`config.mk`:
```
export PLATFORM = sky130hd
export DESIGN_NAME = ext_sram_arbiter
export DESIGN_NICKNAME = d
export VERILOG_FILES = /design/src/rtl/ext_sram_arbiter_pkg.sv /design/src/rtl/ext_sram_arbiter_sat_counter.sv /design/src/rtl/ext_sram_arbiter.sv
export SDC_FILE = /design/constraint.sdc
export NUM_CORES = 1
export LEC_CHECK = 0
export CAP_MARGIN = 0
export CORE_MARGIN = 3
export CORE_UTILIZATION = 39
export DETAILED_ROUTE_END_ITERATION = 12
export GPL_TIMING_DRIVEN = 0
export PLACE_DENSITY_LB_ADDON = 0.2
export SYNTH_ARGS = -nofsm -noshare
export SYNTH_HDL_FRONTEND = slang
export SYNTH_SLANG_ARGS = --single-unit
```
`constraint.sdc`:
```
create_clock -name clk -period 2.8 [get_ports clk]
set_input_delay 0.42 -clock clk [delete_from_list [all_inputs] [get_ports clk]]
set_output_delay 0.42 -clock clk [all_outputs]
set_load 0.005 [all_outputs]
```
`src/rtl/ext_sram_arbiter_pkg.sv`:
```
// Shared definitions for the external SRAM arbiter and its bench.
package ext_sram_arbiter_pkg;

    localparam int unsigned ADDR_WIDTH_DEFAULT   = 9;
    localparam int unsigned STARVE_LIMIT_DEFAULT = 64;

    // Who owns the data that will appear on mem_dout in the next cycle.
    typedef enum logic [1:0] {
        TagNone  = 2'b00,
        TagCpuRd = 2'b01,
        TagDmaRd = 2'b10
    } owner_tag_e;

    // Active-low byte enables: both high means the access is a read.
    function automatic logic is_read(input logic [1:0] wen);
        return wen == 2'b11;
    endfunction

endpackage

```
`src/rtl/ext_sram_arbiter_sat_counter.sv`:
```
// Saturating up-counter with synchronous clear; flags when it sits at LIMIT.
module sat_counter #(
    parameter int unsigned LIMIT = 64
) (
    input  logic clk,
    input  logic rst,
    input  logic inc,
    input  logic clr,
    output logic at_limit
);

    localparam int unsigned CntWidth = $clog2(LIMIT + 1);

    logic [CntWidth-1:0] count_q;

    // Count up to LIMIT and hold there; clear wins over increment.
    always_ff @(posedge clk) begin
        if (rst) begin
            count_q <= '0;
        end else if (clr) begin
            count_q <= '0;
        end else if (inc && (count_q != CntWidth'(LIMIT))) begin
            count_q <= count_q + CntWidth'(1);
        end
    end

    assign at_limit = (count_q == CntWidth'(LIMIT));

endmodule

```
`src/rtl/ext_sram_arbiter.sv`:
```
// Two-master arbiter in front of a single-port SRAM bridge: the CPU always wins,
// the secondary (DMA) master fills idle CPU cycles and gets a starvation flag.
module ext_sram_arbiter
    import ext_sram_arbiter_pkg::*;
#(
    parameter int unsigned ADDR_WIDTH   = ADDR_WIDTH_DEFAULT,
    parameter int unsigned STARVE_LIMIT = STARVE_LIMIT_DEFAULT
) (
    input  logic                  clk,
    input  logic                  rst,
    // CPU RAM port
    input  logic [ADDR_WIDTH-1:0] cpu_addr,
    input  logic                  cpu_cen,
    input  logic [1:0]            cpu_wen,
    input  logic [15:0]           cpu_din,
    output logic [15:0]           cpu_dout,
    // Secondary master
    input  logic                  dma_req,
    input  logic [ADDR_WIDTH-1:0] dma_addr,
    input  logic [1:0]            dma_wen,
    input  logic [15:0]           dma_din,
    output logic                  dma_gnt,
    output logic                  dma_rvalid,
    output logic [15:0]           dma_dout,
    output logic                  dma_starve,
    // SRAM bridge port
    output logic [ADDR_WIDTH-1:0] mem_addr,
    output logic                  mem_cen,
    output logic [1:0]            mem_wen,
    output logic [15:0]           mem_din,
    input  logic [15:0]           mem_dout
);

    logic       cpu_acc;
    logic       dma_acc;
    owner_tag_e tag_q;
    owner_tag_e tag_d;
    logic [15:0] cpu_hold_q;
    logic [15:0] dma_hold_q;

    assign cpu_acc = ~cpu_cen;
    // No DMA access may be launched while reset is asserted.
    assign dma_acc = cpu_cen & dma_req & ~rst;
    assign dma_gnt = dma_acc;

    // Combinational steering of the memory port; CPU has the unstalled path.
    always_comb begin
        mem_addr = dma_addr;
        mem_din  = dma_din;
        mem_wen  = 2'b11;
        mem_cen  = 1'b1;
        if (cpu_acc) begin
            mem_addr = cpu_addr;
            mem_din  = cpu_din;
            mem_wen  = cpu_wen;
            mem_cen  = 1'b0;
        end else if (dma_acc) begin
            mem_wen  = dma_wen;
            mem_cen  = 1'b0;
        end
    end

    // Tag the read issued this cycle so its return is routed next cycle.
    always_comb begin
        tag_d = TagNone;
        if (cpu_acc) begin
            if (is_read(cpu_wen)) tag_d = TagCpuRd;
        end else if (dma_acc && is_read(dma_wen)) begin
            tag_d = TagDmaRd;
        end
    end

    // Owner tag and per-master hold registers for returned read data.
    always_ff @(posedge clk) begin
        if (rst) begin
            tag_q      <= TagNone;
            cpu_hold_q <= '0;
            dma_hold_q <= '0;
        end else begin
            tag_q <= tag_d;
            if (tag_q == TagCpuRd) cpu_hold_q <= mem_dout;
            if (tag_q == TagDmaRd) dma_hold_q <= mem_dout;
        end
    end

    assign cpu_dout   = (tag_q == TagCpuRd) ? mem_dout : cpu_hold_q;
    assign dma_rvalid = (tag_q == TagDmaRd);
    assign dma_dout   = dma_rvalid ? mem_dout : dma_hold_q;

    // Consecutive cycles of pending-but-refused DMA requests.
    sat_counter #(
        .LIMIT(STARVE_LIMIT)
    ) u_starve (
        .clk     (clk),
        .rst     (rst),
        .inc     (dma_req & ~dma_acc),
        .clr     (~dma_req | dma_acc),
        .at_limit(dma_starve)
    );

endmodule

```
==> impl_results.md, run 1 <==
* Status: finished, final reports clean
* First-pass GRT wire length at slightly above 10,000 um
* Highest clock rate at approximately 380 MHz
* Clk sinks at between 40 and 50
* Vias in the first global route at 2,127
* Cell Pwr Density at approximately 360 nW/um2
* Max_slew headroom at 55.93%
* Worst clock skew at ~4.4 ps
* P&R area growth vs syn at 74.10%
* Non-filler instance count after layout at 397
* CTS-repair resized insts at 0
* Distinct cells, synth at 28
* PortBufs at between 100 and 150
* Starting Density at 41.81%
* Setup Viol. Count Final at 0
* Layout cells sized above 1 at between 20% and 30%
* Worst path required time at 2380 ps
* Clock Pin Slew Worst Setup and Hold Paths at 80 ps
* Core area at 4911 um2
* DR vias/cell at roughly 4.8
* Die ar. at 6172 um2
* Hold Fails Final Rpt at 0
* Period utilisation layout at 93.78%
* Syn_area_per_cell at between 10 and 15 um2
* Hold Crit Depth at 2
* Via count at 1,896
* Bufs on Longest Clock Path at 2
* Total power draw at 1271 uW
* Max_cap viols at 0
* Reg2Reg Depth at 5
* Worst path most repeated cell: clkdlybuf4s50_1
* Yosys top cell area share at 39.98%
* Iter 0 DRT Violations at 33
* CP peak stage delay at 710 ps
* CP Buf/Inv Count at 2
* Crit start category: input port
* Worst Setup End Kind: output pin
* Clock root buffer: clkbuf_8
* I/O pins at 137
* CP top delay family: buffers and inverters
* Row count at 25
* TritonCTS Buffers at 5
* Post-Place Cells at ~390
* Crit-path slowest cell: clkdlybuf4s50_1
* RSZ-0062 raised after global routing: false
* DR pass1 iterations at 4
* HPWL Detailed at around 5000 um
* Syn. warnings at 0
* TritonCTS clock tree: yes
* Die height at 78.56 um
* Cell area after synthesis at 2053 um2
* Initial antenna violation count at 0
* Hold_ws at 506.7 ps
* Die Span X at 78.56 um
* Max Slew Vio Count at 0
* Post-synth top area cell: dfxtp_1
* GRT Total Usage at 21.23%
* Leakage power at 0.001405 uW
* Antenna cells at 0
* Final Util at 72.79%
* H-tree Lvls at 2
* Worst EP arrival at around 2200 ps
* Levels on crit path at 5
* WL final at 6146 um
* Seq/Total Area, Yosys at between 30% and 40%
* Syn nets at 263
* Wire length per cell at 15.48 um
* Post-Synthesis Cells at 187
* #FFs+latches synth at 41
* Pin count of the biggest net entering global routing at 14
* Period minus WS final at 2626 ps
* TNS Setup at 0 ps
* Max IR drop VDD at around 200 uV
* Clk Latency, worst-skew pair at about 290 ps
* Worst-path cell chain: clkdlybuf4s50_1 -> and2b_2 -> nand2_1 -> o22a_1 -> clkdlybuf4s50_1
* Critical path type: input port to output pin
* Drc violations at 0
* Setup bufs post-CTS at 0
* Hold buffer count at CTS at 0
* Worst-path maximum fanout at 9
* GRT overflow at 0
* Nets at 405
* Worst hold path type: register to register
* Top post-synthesis cells by area: dfxtp_1 (40%), mux2_2 (28%), nor2b_1 (9.4%)
* Post-DRT Antenna Nets at 0
* Worst slew pin tran at 659.7 ps
* GPL Wtd Cong at 0.8431
==> placed cells by master (no fill, tap or decap), types with 5 or more instances in the layout <==
master and count:
mux2_2 51, dfxtp_1 41, nand2_1 8, buf_2 5, clkdlybuf4s50_1 135, mux2_4 6, clkbuf_8 5, nor2b_1 31
==> area by class of cell <==
| class | instances | area [um2] |
|---|---|---|
| Buffer | 11 | 62.56 |
| Clock buffer | 5 | 68.82 |
| Clock inverter | 3 | 17.52 |
| Fill cell | 399 | 1336 |
| Inverter | 4 | 15.01 |
| Multi-Input combinational cell | 131 | 1155 |
| Sequential cell | 41 | 820.8 |
| Tap cell | 67 | 83.83 |
| Timing Repair Buffer | 135 | 1351 |
==> power by group <==
part | internal (uW) | switching [uW] | total (uW)
clock network | 172 | 203 | 375
registers | 592 | 2.87 | 594
logic | 215 | 87.2 | 302
==> Yosys cell counts (all sizes together) <==
master	n
nand4bb	1
clkbuf	4
nand2b	2
nand3b	2
mux2	57
buf	7
and2b	4
xor2	2
o31ai	2
dfxtp	41
nor2b	32
a21oi	2
and3	1
or4	2
nor3b	1
nand2	8
inv	4
o21ai	1
mux2i	2
nand3	2
nor2	2
o22a	2
ha	2
nor3	2
nand4	2
==> flip-flops by register name (all words and copies together), names as in the netlist <==
signal	count
cpu_hold_q	16
dma_hold_q	16
tag_q	2
u_starve.count_q	7
==> metrics by stage <==
stage          cell area (um2)  setup WS (ps)
2_1_floorplan             2053           1219
3_3_place_gp              3488          151.5
3_5_place_dp              3488          167.6
4_1_cts                   3575          154.5
5_1_grt                   3575          66.86
6_report                  3575          174.1
==> per-layer routing <==
layer	GRT usage (%)	part of all wire [%]	wire length, um	vias to the layer above
met2	38.62	52	3207	90
met3	9.518	10	640	9
met1	21.57	35	2165	869
li1	-	-	-	928
met5	0	0	0	-
met4	6.469	2.2	133	0
==> final timing paths <==
check | from | to | slack, ps
max | rst | mem_wen[1] | 170
min | u_starve.count_q[5] | u_starve.count_q[5] | 510
max reg2reg | u_starve.count_q[0] | u_starve.count_q[0] | 1340
min reg2reg | u_starve.count_q[5] | u_starve.count_q[5] | 510
==> tightest hold or removal path, stage by stage (launching register included) <==
cell and delay [ps]:
dfxtp_1 340, o31ai_1 70, a21oi_1 60
==> kinds of logic after synthesis <==
| group | share of synthesized area, % |
|---|---|
| AO/OA/AOI/OAI | 2.315 |
| adder cells (fa/ha/maj) | 1.219 |
| buffers and inverters | 3.777 |
| flip-flops | 39.98 |
| AND/OR/NAND/NOR | 18.53 |
| XOR/XNOR | 0.8533 |
| multiplexers | 33.33 |
No activity file was read; power rests on OpenSTA's default activity.
==> inputs of run 2 (changes only) <==
--- a/config.mk
+++ b/config.mk
@@ -7,7 +7,7 @@
 export LEC_CHECK = 0
 export CAP_MARGIN = 0
 export CORE_MARGIN = 3
-export CORE_UTILIZATION = 39
+export CORE_UTILIZATION = 30
 export DETAILED_ROUTE_END_ITERATION = 12
 export GPL_TIMING_DRIVEN = 0
 export PLACE_DENSITY_LB_ADDON = 0.2
==> impl_results.md, run 2 (same netlist as run 1, synthesis figures left out) <==
* Reg2reg start: u_starve.count_q[0]
* P&R area growth vs syn at 74.71%
* GPL Wtd Cong at 0.6998
* Layout cells sized above 1 at 22.80%
* Worst slew pin tran at 707.2 ps
* Worst hold path type: register to register
* Bufs on Longest Clock Path at 2
* Clk Latency, worst-skew pair at 280 ps
* Biggest regs: cpu_hold_q (16), dma_hold_q (16), u_starve.count_q (7)
* Setup bufs post-CTS at 0
* Die ar. at 7873 um2
* H-tree Lvls at 2
* Status: finished, final reports clean
* Starting Density at 31.61%
* Hold Fails Final Rpt at 0
* Worst Setup End Kind: output pin
* PortBufs at 135
* CTS-repair resized insts at 0
* Vias in the first global route at 1,940
* Post-Place Worst Slack at 170.6 ps
* Max Slew Vio Count at 0
* Crit start category: input port
* Initial antenna violation count at 0
* RSZ-0062 raised after global routing: false
* Critical Path Start: rst
* Worst clock skew at 3.050 ps
* Post-DRT Antenna Nets at 0
* TritonCTS clock tree: yes
* Row count at 29
* DR pass1 iterations at 4
* Iter 0 DRT Violations at 36
* Most frequent cells in the layout: clkdlybuf4s50_1 (135), mux2_2 (51), dfxtp_1 (41), nor2b_1 (31), nand2_1 (8)
* Final WS setup at 174.1 ps
* WL final at between 5000 and 6000 um
* Max_slew headroom at between 50% and 60%
* Wire length per cell at 14.30 um
* Highest clock rate at about 380 MHz
* Cell Pwr Density at 355.8 nW/um2
* Antenna cells at 0
* Setup Viol. Count Final at 0
* Nets at 405
* Period minus WS final at 2626 ps
* Hold buffer count at CTS at 0
* Via count at 1,834
* TritonCTS Buffers at 5
* Critical path type: input port to output pin
* Worst-path maximum fanout at 9
* DR vias/cell at 4.517
* Min-delay src: u_starve.count_q[6]
* HPWL Detailed at between 4000 and 5000 um
* Core area at 6495 um2
* Die height at 88.73 um
* First-pass GRT wire length at 9156 um
* Total power draw at 1276 uW
* Max_cap viols at 0
* Worst EP arrival at 2210 ps
* R2r setup slk at 1320 ps
* Worst path required time at 2380 ps
* TNS Setup at 0 ps
* Die Span X at 88.73 um
* GRT Total Usage at around 15%
* Drc violations at 0
* Max IR drop VDD at 150.4 uV
* Period utilisation layout at 93.78%
* Leakage power at 0.001405 uW
* Clk sinks at 41
* I/O pins at 137
* Commonest non-fill, non-tap cell in the layout: clkdlybuf4s50_1
* Clock root buffer: clkbuf_8
* Clock Pin Slew Worst Setup and Hold Paths at 70 ps
* GRT overflow at 0
* Pin count of the biggest net entering global routing at 12
## run 2: cell count changes in the layout (fill, tap and decap cells not counted), sizes merged
| cell | before | now |
|---|---|---|
| clkbuf | 9 | 11 |
| clkinv | 2 | 0 |
| clkinvlp | 1 | 0 |
## run 2: metrics by stage
| step | utilization [%] | hold WS [ps] | instance area [um2] | instances |
|---|---|---|---|---|
| floorplan | - | 451.8 | 2053 | 187 |
| global placement | 53.90 | 472.1 | 3501 | 399 |
| detailed placement | 53.90 | 494.2 | 3501 | 399 |
| CTS | 55.23 | 507.0 | 3587 | 406 |
| global route | 55.23 | 537.5 | 3587 | 406 |
| finish | 55.23 | 502.9 | 3587 | 406 |
## run 2: worst max-delay path, stage by stage
cell	delay, ps
clkdlybuf4s50_1	720
and2b_2	290
nand2_1	100
o22a_1	170
clkdlybuf4s50_1	510
## run 2: layout make-up
type / instances / area, um2
Buffer: 11 / 62.56
Clock buffer: 7 / 86.33
Fill cell: 593 / 2908
Inverter: 4 / 15.01
Multi-Input combinational cell: 131 / 1155
Sequential cell: 41 / 820.8
Tap cell: 77 / 96.34
Timing Repair Buffer: 135 / 1351
## run 2: where the power goes
part           leakage (uW)  total (uW)  switching (uW)  internal (uW)
Combinational       0.00103         298            84.2            214
Sequential         0.000331         595            2.80            592
Clock             0.0000443         383             188            196
Total               0.00141        1280             275           1000
## run 2: worst paths after layout
check / end / depth (start not counted)
worst max register to register: u_starve.count_q[2] / 5
worst min-delay path: u_starve.count_q[6] / 2
worst min register to register: u_starve.count_q[6] / 2
worst max-delay path: mem_wen[0] / 5
## run 2: layer usage
metal  part of all wire, %  global-route usage, %  routed length [um]  up-vias
met2                    50                  25.51                2890       89
met3                   9.9                  5.866                 577        2
li1                      -                      -                   -      922
met4                  0.69                  4.121                  40        0
met5                     0                      0                   0        -
met1                    40                  17.16                2300      821
==> inputs of run 3 (changes only) <==
--- a/config.mk
+++ b/config.mk
@@ -9,8 +9,10 @@
 export CORE_MARGIN = 3
 export CORE_UTILIZATION = 30
 export DETAILED_ROUTE_END_ITERATION = 12
+export GPL_ROUTABILITY_DRIVEN = 0
 export GPL_TIMING_DRIVEN = 0
 export PLACE_DENSITY_LB_ADDON = 0.2
+export SKIP_CTS_REPAIR_TIMING = 1
 export SYNTH_ARGS = -nofsm -noshare
 export SYNTH_HDL_FRONTEND = slang
 export SYNTH_SLANG_ARGS = --single-unit
==> results of run 3 <==
Same layout as run 2: the final DEF is identical, and so are final timing and power.
